### src/rtl/udp_tx_arbiter.sv
// Round-robin arbiter sharing the UDP TX application port among NUM_CLI packet sources:
// request/ack handshake, length-exact byte streaming and an inter-packet gap.
module udp_tx_arbiter #(
    parameter int unsigned NUM_CLI     = 3,
    parameter int unsigned GAP_CYCLES  = 10000,
    parameter int unsigned ACK_TIMEOUT = 65535
) (
    input  logic                   clk,
    input  logic                   rst_n,
    input  logic [NUM_CLI-1:0]     cli_req,
    input  logic [16*NUM_CLI-1:0]  cli_len,
    input  logic [8*NUM_CLI-1:0]   cli_data,
    output logic [NUM_CLI-1:0]     cli_grant,
    output logic [NUM_CLI-1:0]     cli_rd,
    output logic [NUM_CLI-1:0]     cli_done,
    output logic                   cli_err,
    input  logic                   udp_tx_ready,
    input  logic                   app_tx_ack,
    output logic                   app_tx_data_request,
    output logic                   app_tx_data_valid,
    output logic [7:0]             app_tx_data,
    output logic [15:0]            udp_data_length
);
    localparam int unsigned IdxW = (NUM_CLI > 1) ? $clog2(NUM_CLI) : 1;
    localparam int unsigned GapW = (GAP_CYCLES > 1) ? $clog2(GAP_CYCLES) : 1;
    localparam int unsigned AckW = (ACK_TIMEOUT > 1) ? $clog2(ACK_TIMEOUT) : 1;
    localparam logic [GapW-1:0] GapLast = GapW'((GAP_CYCLES > 0) ? GAP_CYCLES - 1 : 0);
    localparam logic [AckW-1:0] AckLast = AckW'((ACK_TIMEOUT > 0) ? ACK_TIMEOUT - 1 : 0);

    typedef enum logic [2:0] {StIdle, StWaitReady, StWaitAck, StStream, StGap} state_e;

    state_e             state_q, state_d;
    logic [NUM_CLI-1:0] grant_q, grant_d;
    logic [NUM_CLI-1:0] done_q, done_d;
    logic [IdxW-1:0]    gidx_q, gidx_d;
    logic [IdxW-1:0]    last_q, last_d;
    logic [IdxW-1:0]    pick_idx;
    logic               err_q, err_d;
    logic               req_q, req_d;
    logic               valid_q, valid_d;
    logic [7:0]         data_q, data_d;
    logic [7:0]         cur_data;
    logic [15:0]        len_q, len_d;
    logic [15:0]        pick_len;
    logic [15:0]        byte_cnt_q, byte_cnt_d;
    logic [GapW-1:0]    gap_cnt_q, gap_cnt_d;
    logic [AckW-1:0]    ack_cnt_q, ack_cnt_d;

    // Scan from farthest to nearest so the first requester after 'last' wins.
    function automatic logic [IdxW-1:0] rr_next(input logic [NUM_CLI-1:0] req,
                                                input logic [IdxW-1:0]    last);
        logic [IdxW-1:0] sel;
        int unsigned     c;
        sel = last;
        for (int unsigned k = NUM_CLI; k > 0; k--) begin
            c = (32'(last) + k) % NUM_CLI;
            if (req[c[IdxW-1:0]]) sel = c[IdxW-1:0];
        end
        return sel;
    endfunction

    assign pick_idx = rr_next(cli_req, last_q);
    assign pick_len = cli_len[{pick_idx, 4'b0000} +: 16];
    assign cur_data = cli_data[{gidx_q, 3'b000} +: 8];

    always_ff @(posedge clk or negedge rst_n) begin
        if (!rst_n) begin
            state_q    <= StIdle;
            grant_q    <= '0;
            done_q     <= '0;
            gidx_q     <= '0;
            last_q     <= IdxW'(NUM_CLI - 1);
            err_q      <= 1'b0;
            req_q      <= 1'b0;
            valid_q    <= 1'b0;
            data_q     <= '0;
            len_q      <= '0;
            byte_cnt_q <= '0;
            gap_cnt_q  <= '0;
            ack_cnt_q  <= '0;
        end else begin
            state_q    <= state_d;
            grant_q    <= grant_d;
            done_q     <= done_d;
            gidx_q     <= gidx_d;
            last_q     <= last_d;
            err_q      <= err_d;
            req_q      <= req_d;
            valid_q    <= valid_d;
            data_q     <= data_d;
            len_q      <= len_d;
            byte_cnt_q <= byte_cnt_d;
            gap_cnt_q  <= gap_cnt_d;
            ack_cnt_q  <= ack_cnt_d;
        end
    end

    always_comb begin
        state_d    = state_q;
        grant_d    = grant_q;
        done_d     = '0;
        gidx_d     = gidx_q;
        last_d     = last_q;
        err_d      = 1'b0;
        req_d      = req_q;
        valid_d    = 1'b0;
        data_d     = data_q;
        len_d      = len_q;
        byte_cnt_d = byte_cnt_q;
        gap_cnt_d  = gap_cnt_q;
        ack_cnt_d  = ack_cnt_q;
        cli_rd     = '0;

        unique case (state_q)
            StIdle: begin
                if (|cli_req) begin
                    gidx_d  = pick_idx;
                    last_d  = pick_idx;
                    len_d   = pick_len;
                    grant_d = '0;
                    grant_d[pick_idx] = 1'b1;
                    if (pick_len == 16'd0) begin
                        done_d    = grant_d;
                        gap_cnt_d = '0;
                        state_d   = StGap;
                    end else begin
                        state_d = StWaitReady;
                    end
                end
            end
            StWaitReady: begin
                if (udp_tx_ready) begin
                    req_d     = 1'b1;
                    ack_cnt_d = '0;
                    state_d   = StWaitAck;
                end
            end
            StWaitAck: begin
                if (app_tx_ack) begin
                    req_d      = 1'b0;
                    byte_cnt_d = '0;
                    state_d    = StStream;
                end else if (ack_cnt_q == AckLast) begin
                    req_d     = 1'b0;
                    done_d    = grant_q;
                    err_d     = 1'b1;
                    gap_cnt_d = '0;
                    state_d   = StGap;
                end else begin
                    ack_cnt_d = ack_cnt_q + 1'b1;
                end
            end
            StStream: begin
                if (byte_cnt_q < len_q) begin
                    cli_rd     = grant_q;
                    valid_d    = 1'b1;
                    data_d     = cur_data;
                    byte_cnt_d = byte_cnt_q + 16'd1;
                end else begin
                    done_d    = grant_q;
                    gap_cnt_d = '0;
                    state_d   = StGap;
                end
            end
            StGap: begin
                // The first gap cycle is the cli_done cycle; grant drops with it.
                grant_d = '0;
                if (gap_cnt_q == GapLast) begin
                    state_d = StIdle;
                end else begin
                    gap_cnt_d = gap_cnt_q + 1'b1;
                end
            end
            default: state_d = StIdle;
        endcase
    end

    assign cli_grant           = grant_q;
    assign cli_done            = done_q;
    assign cli_err             = err_q;
    assign app_tx_data_request = req_q;
    assign app_tx_data_valid   = valid_q;
    assign app_tx_data         = data_q;
    assign udp_data_length     = len_q;

endmodule
### config.mk
export PLATFORM = sky130hd
export DESIGN_NAME = udp_tx_arbiter
export DESIGN_NICKNAME = d
export VERILOG_FILES = /design/src/rtl/udp_tx_arbiter.sv
export SDC_FILE = /design/constraint.sdc
export NUM_CORES = 1
export LEC_CHECK = 0
export BUFFER_PORTS_ARGS = -buffer_cell sky130_fd_sc_hd__buf_4
export CAP_MARGIN = 20
export CELL_PAD_IN_SITES_DETAIL_PLACEMENT = 1
export CELL_PAD_IN_SITES_GLOBAL_PLACEMENT = 2
export CORE_MARGIN = 1.5
export CORE_UTILIZATION = 33
export DETAILED_ROUTE_END_ITERATION = 16
export PLACE_DENSITY = 0.89
export SYNTH_ARGS = -nofsm -noshare
export SYNTH_HDL_FRONTEND = slang
export SYNTH_SLANG_ARGS = --single-unit
### constraint.sdc
create_clock -name clk -period 4.14 [get_ports clk]
set_input_delay 0.207 -clock clk [delete_from_list [all_inputs] [get_ports clk]]
set_output_delay 0.207 -clock clk [all_outputs]
set_load 0.005 [all_outputs]
**After elaboration in Yosys (flattened, before gate mapping)**

Index checks and enable logic that the tools add are counted.

- Add/sub/neg operators: 6
- Multipliers: 0
- Div/mod/pow operators: 3
- Order comparisons: 6
- Eq/ne operators: 18
- Shift-type cells: 2
- Muxes and demuxes: 52
- Bitwise logic cells: 0
- Reduce and logical (&&, ||, !) cells: 16

Operators with widths:

| cell | number |
|---|---|
| 32-bit by 2-bit modulo with 32-bit output (second input constant) | 3 |
| 14-bit 2-to-1 mux | 6 |
| 16-bit 2-to-1 mux | 5 |
| 16-bit case mux with 2 select lines | 2 |
| 14-bit case mux with 4 select lines | 1 |
| 48-bit by 7-bit indexed part select with 16-bit output | 1 |
| 3-bit 2-to-1 mux | 15 |
| 16-bit by 1-bit adder with 16-bit output (second input constant) | 2 |
| 24-bit by 6-bit indexed part select with 8-bit output | 1 |
| 2-bit != test (second input constant) | 11 |
| 16-bit == test (second input constant) | 1 |
| 16-bit zero test | 1 |
| 16-bit < comparator | 1 |
| 3-bit case mux with 5 select lines | 1 |
| 14-bit by 1-bit adder with 14-bit output (second input constant) | 1 |
| 14-bit == test (second input constant) | 1 |
| 2-bit by 3-bit < comparator with 1-bit output (second input constant) | 4 |
| 1-bit 2-to-1 mux | 12 |
| 3-bit case mux with 3 select lines | 1 |
| 7-bit AND reduction | 1 |
| 2-bit by 2-bit adder with 3-bit output (second input constant) | 2 |
| 1-bit binary-select mux with 2-bit select | 3 |
| 3-bit by 2-bit == test with 1-bit output (second input constant) | 2 |
| 2-bit 2-to-1 mux | 3 |
| 17 further kinds | 22 |

- Register bits after elaboration: 86
- Latch bits: 0
- RAM bits: 0
- Bits in read-only memories: 0
- Output and inout port bits: 36
- Memories: 0

**Depth between registers and ports, before layout**

Gate-level depths: netlist of run 1.

- Depth after elaboration: 14
- Mapped depth: 15

**Least setup slack after synthesis of run 1**

Ideal clock, no wire load.

- Kind: reg2reg
- Start point: register gidx_q[0] (netlist name)
- End point: register state_q[0]
- Data arrival time: 3405 ps
- Setup slack: 606 ps
- Cell stages (with the launch flop): 15
- Period minus slack after synthesis: 3534 ps
- Path through: dfrtp_1 > inv_1 > ha_1 > buf_6 > mux2i_4 > a2bb2oi_4 > mux2i_1 > buf_2 > nor2_2 > o311a_1 > a2111o_1 > or4_4 > nand2_4 > buf_12 > a21oi_2

RTL lines:

| element | line | source |
|---|---|---|
| to (signal assigned) | 68 | `state_q <= StIdle;` |
| to (signal assigned) | 82 | `state_q <= state_d;` |
| to (decl) | 32 | `state_e state_q, state_d;` |

==> tab_implementation.tex, run 1 <==
\begin{tabular}{lr}
\hline
Metric & Value \\
\hline
\multicolumn{2}{l}{\textbf{Floorplan}} \\
\quad Die outline height & 133 um \\
\quad Starting Density & approximately a third \\
\quad Die width & 133 um \\
\quad DIE AREA & around 18000 um\^{}2 \\
\quad Number of I/O pins & about 120 \\
\quad Row cnt & 47 \\
\quad Area inside the core boundary & 16500 um\^{}2 \\
\multicolumn{2}{l}{\textbf{Clock network}} \\
\quad Root cell of the clock tree & sky130\_fd\_sc\_hd\_\_clkbuf\_16 \\
\quad Buffers inserted by post-CTS timing repair & 0 \\
\quad Count of H-tree levels built during CTS & 3 \\
\quad Sink Count & 85 \\
\quad Clock tree from TritonCTS & yes \\
\quad Clk Latency, worst-skew pair & 0.35 ns \\
\quad Clock slew at the register clock pins of the worst setup and hold paths & 0.06 ns \\
\quad Maximum count of clock buffers along a single path & 2 \\
\quad Clock buffer count from CTS & 9 \\
\multicolumn{2}{l}{\textbf{Pwr}} \\
\quad Worst VDD drop & 0.266 mV \\
\quad Power Density & 707 nW/um\^{}2 \\
\quad Static Leak & 3.14 nW \\
\quad Total design power & 4.95 mW \\
\multicolumn{2}{l}{\textbf{Timing}} \\
\quad Final slew viol count & 0 \\
\quad Slew of the pin with the lowest slew margin & 0.923 ns \\
\quad Number of setup violations in the final report & 0 \\
\quad Slew Limit Headroom & 38.0\% \\
\quad Final Hold Vio Count & 0 \\
\quad RSZ-0062 raised after global routing & no \\
\quad Time the final worst path needs with I/O delays and setup & around 3.9 ns \\
\quad Highest clock rate & $\sim$0.25 GHz \\
\quad Final worst-path cycle share & 95.0\% \\
\quad Final setup skew & 0.0113 ns \\
\quad Final hold slack & 0.101 ns \\
\quad Setup TNS after final layout & 0 ns \\
\multicolumn{2}{l}{\textbf{Logic synthesis}} \\
\quad Area share of the largest cell type after synthesis & 37.9\% \\
\quad Ys async rst share & 100\% \\
\quad Gate count after technology mapping & 644 \\
\quad Average footprint of a synthesized cell & around 8.6 um\^{}2 \\
\quad Top cells by area in the synthesized netlist & sky130\_fd\_sc\_hd\_\_dfrtp\_1, sky130\_fd\_sc\_hd\_\_a21oi\_1, sky130\_fd\_sc\_hd\_\_nor2\_1, sky130\_fd\_sc\_hd\_\_ha\_1, sky130\_fd\_sc\_hd\_\_nand2\_1 \\
\quad Total standard cell area after synthesis & $\sim$5500 um\^{}2 \\
\quad Synth Net Count & $\sim$750 \\
\quad Library cell with the largest summed area after synthesis & sky130\_fd\_sc\_hd\_\_dfrtp\_1 \\
\quad Commonest cells in the synthesized netlist & sky130\_fd\_sc\_hd\_\_dfrtp\_1, sky130\_fd\_sc\_hd\_\_nor2\_1, sky130\_fd\_sc\_hd\_\_a21oi\_1 \\
\quad Yosys warnings & 0 \\
\quad Most frequent cell after synthesis & sky130\_fd\_sc\_hd\_\_dfrtp\_1 \\
\quad Share of synthesized area occupied by flip-flops and latches & 38.4\% \\
\quad Number of library cell types mapped by synthesis & 71 \\
\quad Primary flip-flop cell chosen by synthesis mapping & sky130\_fd\_sc\_hd\_\_dfrtp\_1 \\
\quad Number of enable-type register cells in the synthesized netlist & 0 \\
\quad Count of state elements after synthesis & 85 \\
\multicolumn{2}{l}{\textbf{Status}} \\
\quad Status & finished, final reports clean \\
\multicolumn{2}{l}{\textbf{Setup path}} \\
\quad Data required time of the worst path & 4.36 ns \\
\quad Critical path's slowest cell & sky130\_fd\_sc\_hd\_\_or4\_4 \\
\quad Most frequent cell on the critical path & sky130\_fd\_sc\_hd\_\_buf\_4 \\
\quad Startpoint kind of the worst setup timing path & register \\
\quad Kind of critical path & register to register \\
\quad Critical path's largest stage delay & 0.59 ns \\
\quad Kind of cell with the highest combined delay on the critical path & simple AND/OR/NAND/NOR gates \\
\quad Worst path bufs/invs & 3 \\
\quad Ordered cell list for the critical path & inv\_1, ha\_1, buf\_4, mux2i\_4, a2bb2oi\_4, mux2i\_2, buf\_4, or4\_1, o311a\_1, a2111o\_1, or4\_4, nand2\_4, a31oi\_1 \\
\quad CP max FO & 14 \\
\quad Arrival time worst endpoint & 4.15 ns \\
\quad Kind of end point of the critical path & register \\
\multicolumn{2}{l}{\textbf{GRT}} \\
\quad Total routing usage reported by global routing & 20.5\% \\
\quad Largest net degree at the start of global routing & 55 \\
\quad Initial antenna violation count & 0 \\
\quad Leftover overflow at the end of global routing & 0 \\
\quad Number of global-route vias before repair & 5546 \\
\quad Global-route wire length before repair & 28900 um \\
\multicolumn{2}{l}{\textbf{Place}} \\
\quad Routability-driven placement congestion ratio & 0.886 \\
\quad IO Port Bufs & 114 \\
\quad Placed insts & 957 \\
\quad Half-perimeter wire length of the detailed placement result & 13700 um \\
\multicolumn{2}{l}{\textbf{Detailed routing}} \\
\quad DR WL/cell & approximately 18 um \\
\quad Iteration-0 DRC count of the detailed router & 252 \\
\quad Drt pass-1 iters & 4 \\
\quad DRC & 0 \\
\quad Vias/cell & 5.49 \\
\quad Remaining antenna violation count after routing & 0 \\
\quad Aggregate routed wire length & 17800 um \\
\quad Routed via count & 5349 \\
\multicolumn{2}{l}{\textbf{Cells and area}} \\
\quad Share of cells above drive strength 1 & 23.3\% \\
\quad Utilization of the core after routing & about 42\% \\
\quad Filler-free cell count of the finished design & 974 \\
\quad Antenna fix cells & 0 \\
\quad NumNets Final & 851 \\
\quad Area overhead of the layout relative to synthesis & 26.4\% \\
\multicolumn{2}{l}{\textbf{Hold path}} \\
\quad Path category of the worst min-delay check & primary input to register \\
\multicolumn{2}{l}{\textbf{Flow run}} \\
\quad Max Cap Viol & 0 \\
\hline
\end{tabular}
[stage by stage]
step | cell area [um^2] | setup WS [ns]
final | 7010 | 0.208
after global routing | 7010 | 0.00565
after CTS | 7000 | 0.175
after detailed placement | 6630 | 0.174
after global placement | 6630 | 0.342
after floorplan | 5550 | 0.606
[flip-flops by register name, summed over array words and instances (netlist names)]
name                 cells
gap_cnt_q               14
udp_data_length         16
cli_err                  1
app_tx_data_request      1
cli_done                 3
state_q                  3
byte_cnt_q              16
app_tx_data_valid        1
ack_cnt_q               16
app_tx_data              8
last_q                   1
gidx_q                   2
cli_grant                3
[what timing repair did]
action | CTS | global route
hold buffers | 1 | 0
resized for setup | 0 | 2
setup endpoints to repair | 0 | 14
hold endpoints to repair | 52 | 0
[worst paths after layout]
kind	cells past startpoint	slack [ns]	from	end
worst min register to register	1	0.50	app_tx_data[3]	app_tx_data[3]
min in group asynchronous	2	0.47	rst_n	gidx_q[0]
worst max-delay path	13	0.21	gidx_q[0]	gap_cnt_q[13]
max in group asynchronous	3	2.75	rst_n	udp_data_length[3]
worst min-delay path	2	0.10	app_tx_ack	cli_err
worst max register to register	13	0.21	gidx_q[0]	gap_cnt_q[13]
[layer usage]
metal | routed length (um) | vias to the layer above | global-route usage, %
met5 | 0 | - | 0
met4 | 459 | 0 | 7.57
met3 | 765 | 34 | 3.87
met2 | 8690 | 133 | 35.0
met1 | 7900 | 2628 | 25.9
li1 | - | 2554 | -
[logic make-up (layout without fill, tap and decap cells)]
logic type | count (synthesis) | in the layout | share of synthesized area (%)
DFF | 85 | 85 | 38.4
and+or+nand+nor | 247 | 247 | 22.3
adders and majority gates | 23 | 23 | 5.19
xor gates and xnor gates | 21 | 21 | 3.32
AOI/OAI and AO/OA | 192 | 192 | 23.1
muxes | 15 | 15 | 2.95
buffers and inverters | 61 | 171 | 4.83
[cell type report]
class,count,area [um^2]
clock inverters,5,106
well taps,220,275
multi-input cells,498,3180
inverters,27,101
fillers,1983,9510
repair buffers,128,963
clock buffers,11,253
flip-flops and latches,85,2130
[power breakdown]
part	leakage (nW)	switching (mW)	internal [mW]	total, mW
sequential	1.08	0.254	1.07	1.33
clock	0.172	0.339	0.623	0.962
combinational	1.89	1.60	1.07	2.67
total	3.14	2.19	2.76	4.95
[placed cells by master, fill, tap and decap left out, drive strengths merged, types with 5 or more instances in the layout]
master,n
buf,127
dfrtp,84
nor2,78
a21oi,78
nand2,60
o21ai,40
inv,27
ha,23
nand3,18
and3,15
a311oi,15
nor4,14
mux2i,14
nor3,13
xnor2,12
clkbuf,11
a21o,10
nand4,9
xor2,9
a31oi,8
o21a,8
or4,8
nand2b,5
(Power assumes the default switching activity.)
==> inputs of run 2 (changes only) <==
==> constraint.sdc (replaced) <==
create_clock -name clk -period 4.05 [get_ports clk]
set_input_delay 0.2025 -clock clk [delete_from_list [all_inputs] [get_ports clk]]
set_output_delay 0.2025 -clock clk [all_outputs]
set_load 0.005 [all_outputs]
==> tab_implementation.tex, run 2 (synthesis gave the netlist of run 1 again) <==
\begin{tabular}{lr}
\hline
Metric & Value \\
\hline
\multicolumn{2}{l}{\textbf{Status}} \\
\quad Status & finished, final reports clean (unchanged) \\
\multicolumn{2}{l}{\textbf{Pwr}} \\
\quad Total design power & 4.95 mW (about the same) \\
\quad Clock power frac & 17.5\% (was 19.4\%) \\
\quad Power Density & 710 nW/um\^{}2 (was 707 nW/um\^{}2) \\
\quad Sw Share & 44.4\% (was 44.3\%) \\
\quad Static Leak & 3.14 nW (about the same) \\
\quad Switching power & 2.20 mW (was 2.19 mW) \\
\quad Internal cell power & 2.75 mW (was 2.76 mW) \\
\quad Worst VDD drop & 0.287 mV (was 0.266 mV) \\
\quad Sequential power share & 27.2\% (was 26.8\%) \\
\quad Portion of total power attributed to combinational logic & 55.4\% (was 53.8\%) \\
\multicolumn{2}{l}{\textbf{Detailed routing}} \\
\quad Aggregate routed wire length & 17600 um (was 17800 um) \\
\quad Routed via count & 5315 (was 5349) \\
\quad Remaining antenna violation count after routing & 0 (unchanged) \\
\quad DRC & 0 (unchanged) \\
\quad Drt pass-1 iters & 4 (unchanged) \\
\quad Vias/cell & 5.45 (was 5.49) \\
\quad Iteration-0 DRC count of the detailed router & 184 (was 252) \\
\quad DR WL/cell & 18.0 um (was 18.3 um) \\
\multicolumn{2}{l}{\textbf{Timing}} \\
\quad Slew of the pin with the lowest slew margin & 0.950 ns (was 0.923 ns) \\
\quad Setup WS post-layout & 0.184 ns (was 0.208 ns) \\
\quad Highest clock rate & 0.259 GHz (was 0.254 GHz) \\
\quad Final Hold Vio Count & 0 (unchanged) \\
\quad Final slew viol count & 0 (unchanged) \\
\quad Time the final worst path needs with I/O delays and setup & 3.87 ns (was 3.93 ns) \\
\quad Slew Limit Headroom & 36.2\% (was 38.0\%) \\
\quad Final hold slack & 0.0902 ns (was 0.101 ns) \\
\quad Final setup skew & 0.00951 ns (was 0.0113 ns) \\
\quad Number of setup violations in the final report & 0 (unchanged) \\
\quad Setup TNS after final layout & 0 ns (unchanged) \\
\quad Final worst-path cycle share & 95.5\% (was 95.0\%) \\
\multicolumn{2}{l}{\textbf{Setup path}} \\
\quad Kind of end point of the critical path & register (unchanged) \\
\quad CP max FO & 14 (unchanged) \\
\quad Arrival time worst endpoint & 4.09 ns (was 4.15 ns) \\
\quad Startpoint kind of the worst setup timing path & register (unchanged) \\
\quad Data required time of the worst path & 4.27 ns (was 4.36 ns) \\
\quad Kind of critical path & register to register (unchanged) \\
\multicolumn{2}{l}{\textbf{GRT}} \\
\quad Leftover overflow at the end of global routing & 0 (unchanged) \\
\quad Number of global-route vias before repair & 5583 (was 5546) \\
\quad Total routing usage reported by global routing & 20.4\% (was 20.5\%) \\
\quad Largest net degree at the start of global routing & 60 (was 55) \\
\quad Global-route wire length before repair & 28800 um (was 28900 um) \\
\quad Initial antenna violation count & 0 (unchanged) \\
\multicolumn{2}{l}{\textbf{Cells and area}} \\
\quad Area overhead of the layout relative to synthesis & 25.8\% (was 26.4\%) \\
\quad Most used cells in the layout excluding fill and tap cells & sky130\_fd\_sc\_hd\_\_buf\_4, sky130\_fd\_sc\_hd\_\_dfrtp\_1, sky130\_fd\_sc\_hd\_\_nor2\_1 (unchanged) \\
\quad Antenna fix cells & 0 (unchanged) \\
\quad Most common cell after layout, fill and taps aside & sky130\_fd\_sc\_hd\_\_buf\_4 (unchanged) \\
\quad Area of all placed cells without fillers & 6980 um\^{}2 (was 7010 um\^{}2) \\
\quad NumNets Final & 855 (was 851) \\
\quad Share of cells above drive strength 1 & 23.4\% (was 23.3\%) \\
\multicolumn{2}{l}{\textbf{Clock network}} \\
\quad Maximum count of clock buffers along a single path & 2 (unchanged) \\
\quad Sink Count & 85 (unchanged) \\
\quad Post-CTS sizing & 0 (unchanged) \\
\quad Clock buffer count from CTS & 9 (unchanged) \\
\quad Clk Latency, worst-skew pair & 0.35 ns (about the same) \\
\quad Root cell of the clock tree & sky130\_fd\_sc\_hd\_\_clkbuf\_16 (unchanged) \\
\quad Clock slew at the register clock pins of the worst setup and hold paths & 0.06 ns (about the same) \\
\quad Clock tree from TritonCTS & yes (unchanged) \\
\quad Count of H-tree levels built during CTS & 3 (unchanged) \\
\multicolumn{2}{l}{\textbf{Place}} \\
\quad Place WS & 0.121 ns (was 0.174 ns) \\
\quad Area after detailed placement & 6650 um\^{}2 (was 6630 um\^{}2) \\
\quad IO Port Bufs & 114 (unchanged) \\
\quad Half-perimeter wire length of the detailed placement result & 13600 um (was 13700 um) \\
\quad Routability-driven placement congestion ratio & 0.841 (was 0.886) \\
\multicolumn{2}{l}{\textbf{Floorplan}} \\
\quad Area inside the core boundary & 16500 um\^{}2 (unchanged) \\
\quad Starting Density & 33.6\% (unchanged) \\
\quad DIE AREA & 17600 um\^{}2 (unchanged) \\
\quad Number of I/O pins & 115 (unchanged) \\
\quad Row cnt & 47 (unchanged) \\
\quad Die outline height & 133 um (unchanged) \\
\quad Die width & 133 um (unchanged) \\
\multicolumn{2}{l}{\textbf{Flow run}} \\
\quad Max Cap Viol & 0 (unchanged) \\
\multicolumn{2}{l}{\textbf{Hold path}} \\
\quad Path category of the worst min-delay check & primary input to register (unchanged) \\
\hline
\end{tabular}
==> run 2: cell count changes in the layout (fill, tap and decap cells not counted), sizes merged <==
cell | before | now
clkinv | 1 | 2
clkbuf | 11 | 9
bufinv | 3 | 2
buf | 127 | 131
==> run 2: stage by stage <==
stage | instances | utilization, %
floorplan | 644 | -
global placement | 959 | 40.2
detailed placement | 959 | 40.2
CTS | 974 | 42.1
global route | 976 | 42.2
finish | 976 | 42.2
==> run 2: power by group through the flow <==
stage / registers, mW / logic, mW / clock network (mW)
6_report: 1.35 / 2.74 / 0.864
5_1_grt: 1.38 / 3.05 / 0.918
4_1_cts: 1.35 / 2.73 / 0.890
3_5_place_dp: 1.36 / 2.72 / 0
3_3_place_gp: 1.34 / 2.62 / 0
2_1_floorplan: 1.27 / 1.86 / 0
==> run 2: final timing paths <==
path | startpoint | endpoint | slack (ns) | depth (start not counted)
hold / removal | app_tx_ack | cli_err | 0.09 | 2
min in group asynchronous | rst_n | udp_data_length[6] | 0.49 | 2
hold reg to reg | app_tx_data[3] | app_tx_data[3] | 0.49 | 1
max in group asynchronous | rst_n | app_tx_data_request | 2.69 | 3
setup reg to reg | last_q[1] | gap_cnt_q[0] | 0.18 | 10
setup / recovery | last_q[1] | gap_cnt_q[0] | 0.18 | 10
==> run 2: layer usage <==
metal / wire [um] / up-vias / GRT usage [%]
li1: - / 2554 / -
met1: 7730 / 2606 / 24.9
met2: 8740 / 118 / 36.3
met3: 733 / 37 / 4.29
met4: 393 / 0 / 5.98
met5: 0 / - / 0
==> run 2: timing repair <==
action,CTS,global route
hold endpoints to repair,57,0
buffers inserted,0,2
setup endpoints to repair,0,15
hold buffers,1,0
==> run 2: area by class of cell <==
| type | count | area [um^2] |
|---|---|---|
| clock buffer | 9 | 225 |
| clock inverter | 5 | 77.6 |
| fill | 1952 | 9550 |
| inverter | 27 | 101 |
| multi-input combinational | 498 | 3170 |
| sequential | 85 | 2130 |
| tap | 220 | 275 |
| timing repair buffer | 132 | 993 |
==> run 2: critical path: stages, from the launching register on <==
cell                        delay, ns
sky130_fd_sc_hd__dfstp_2         0.55
sky130_fd_sc_hd__ha_1            0.35
sky130_fd_sc_hd__mux2i_4         0.33
sky130_fd_sc_hd__a2bb2oi_4       0.26
sky130_fd_sc_hd__nor4b_4         0.45
sky130_fd_sc_hd__nor2_2          0.15
sky130_fd_sc_hd__o311a_1         0.32
sky130_fd_sc_hd__a2111o_1        0.39
sky130_fd_sc_hd__or4_4           0.59
sky130_fd_sc_hd__nand2_4         0.23
sky130_fd_sc_hd__a31oi_1         0.12
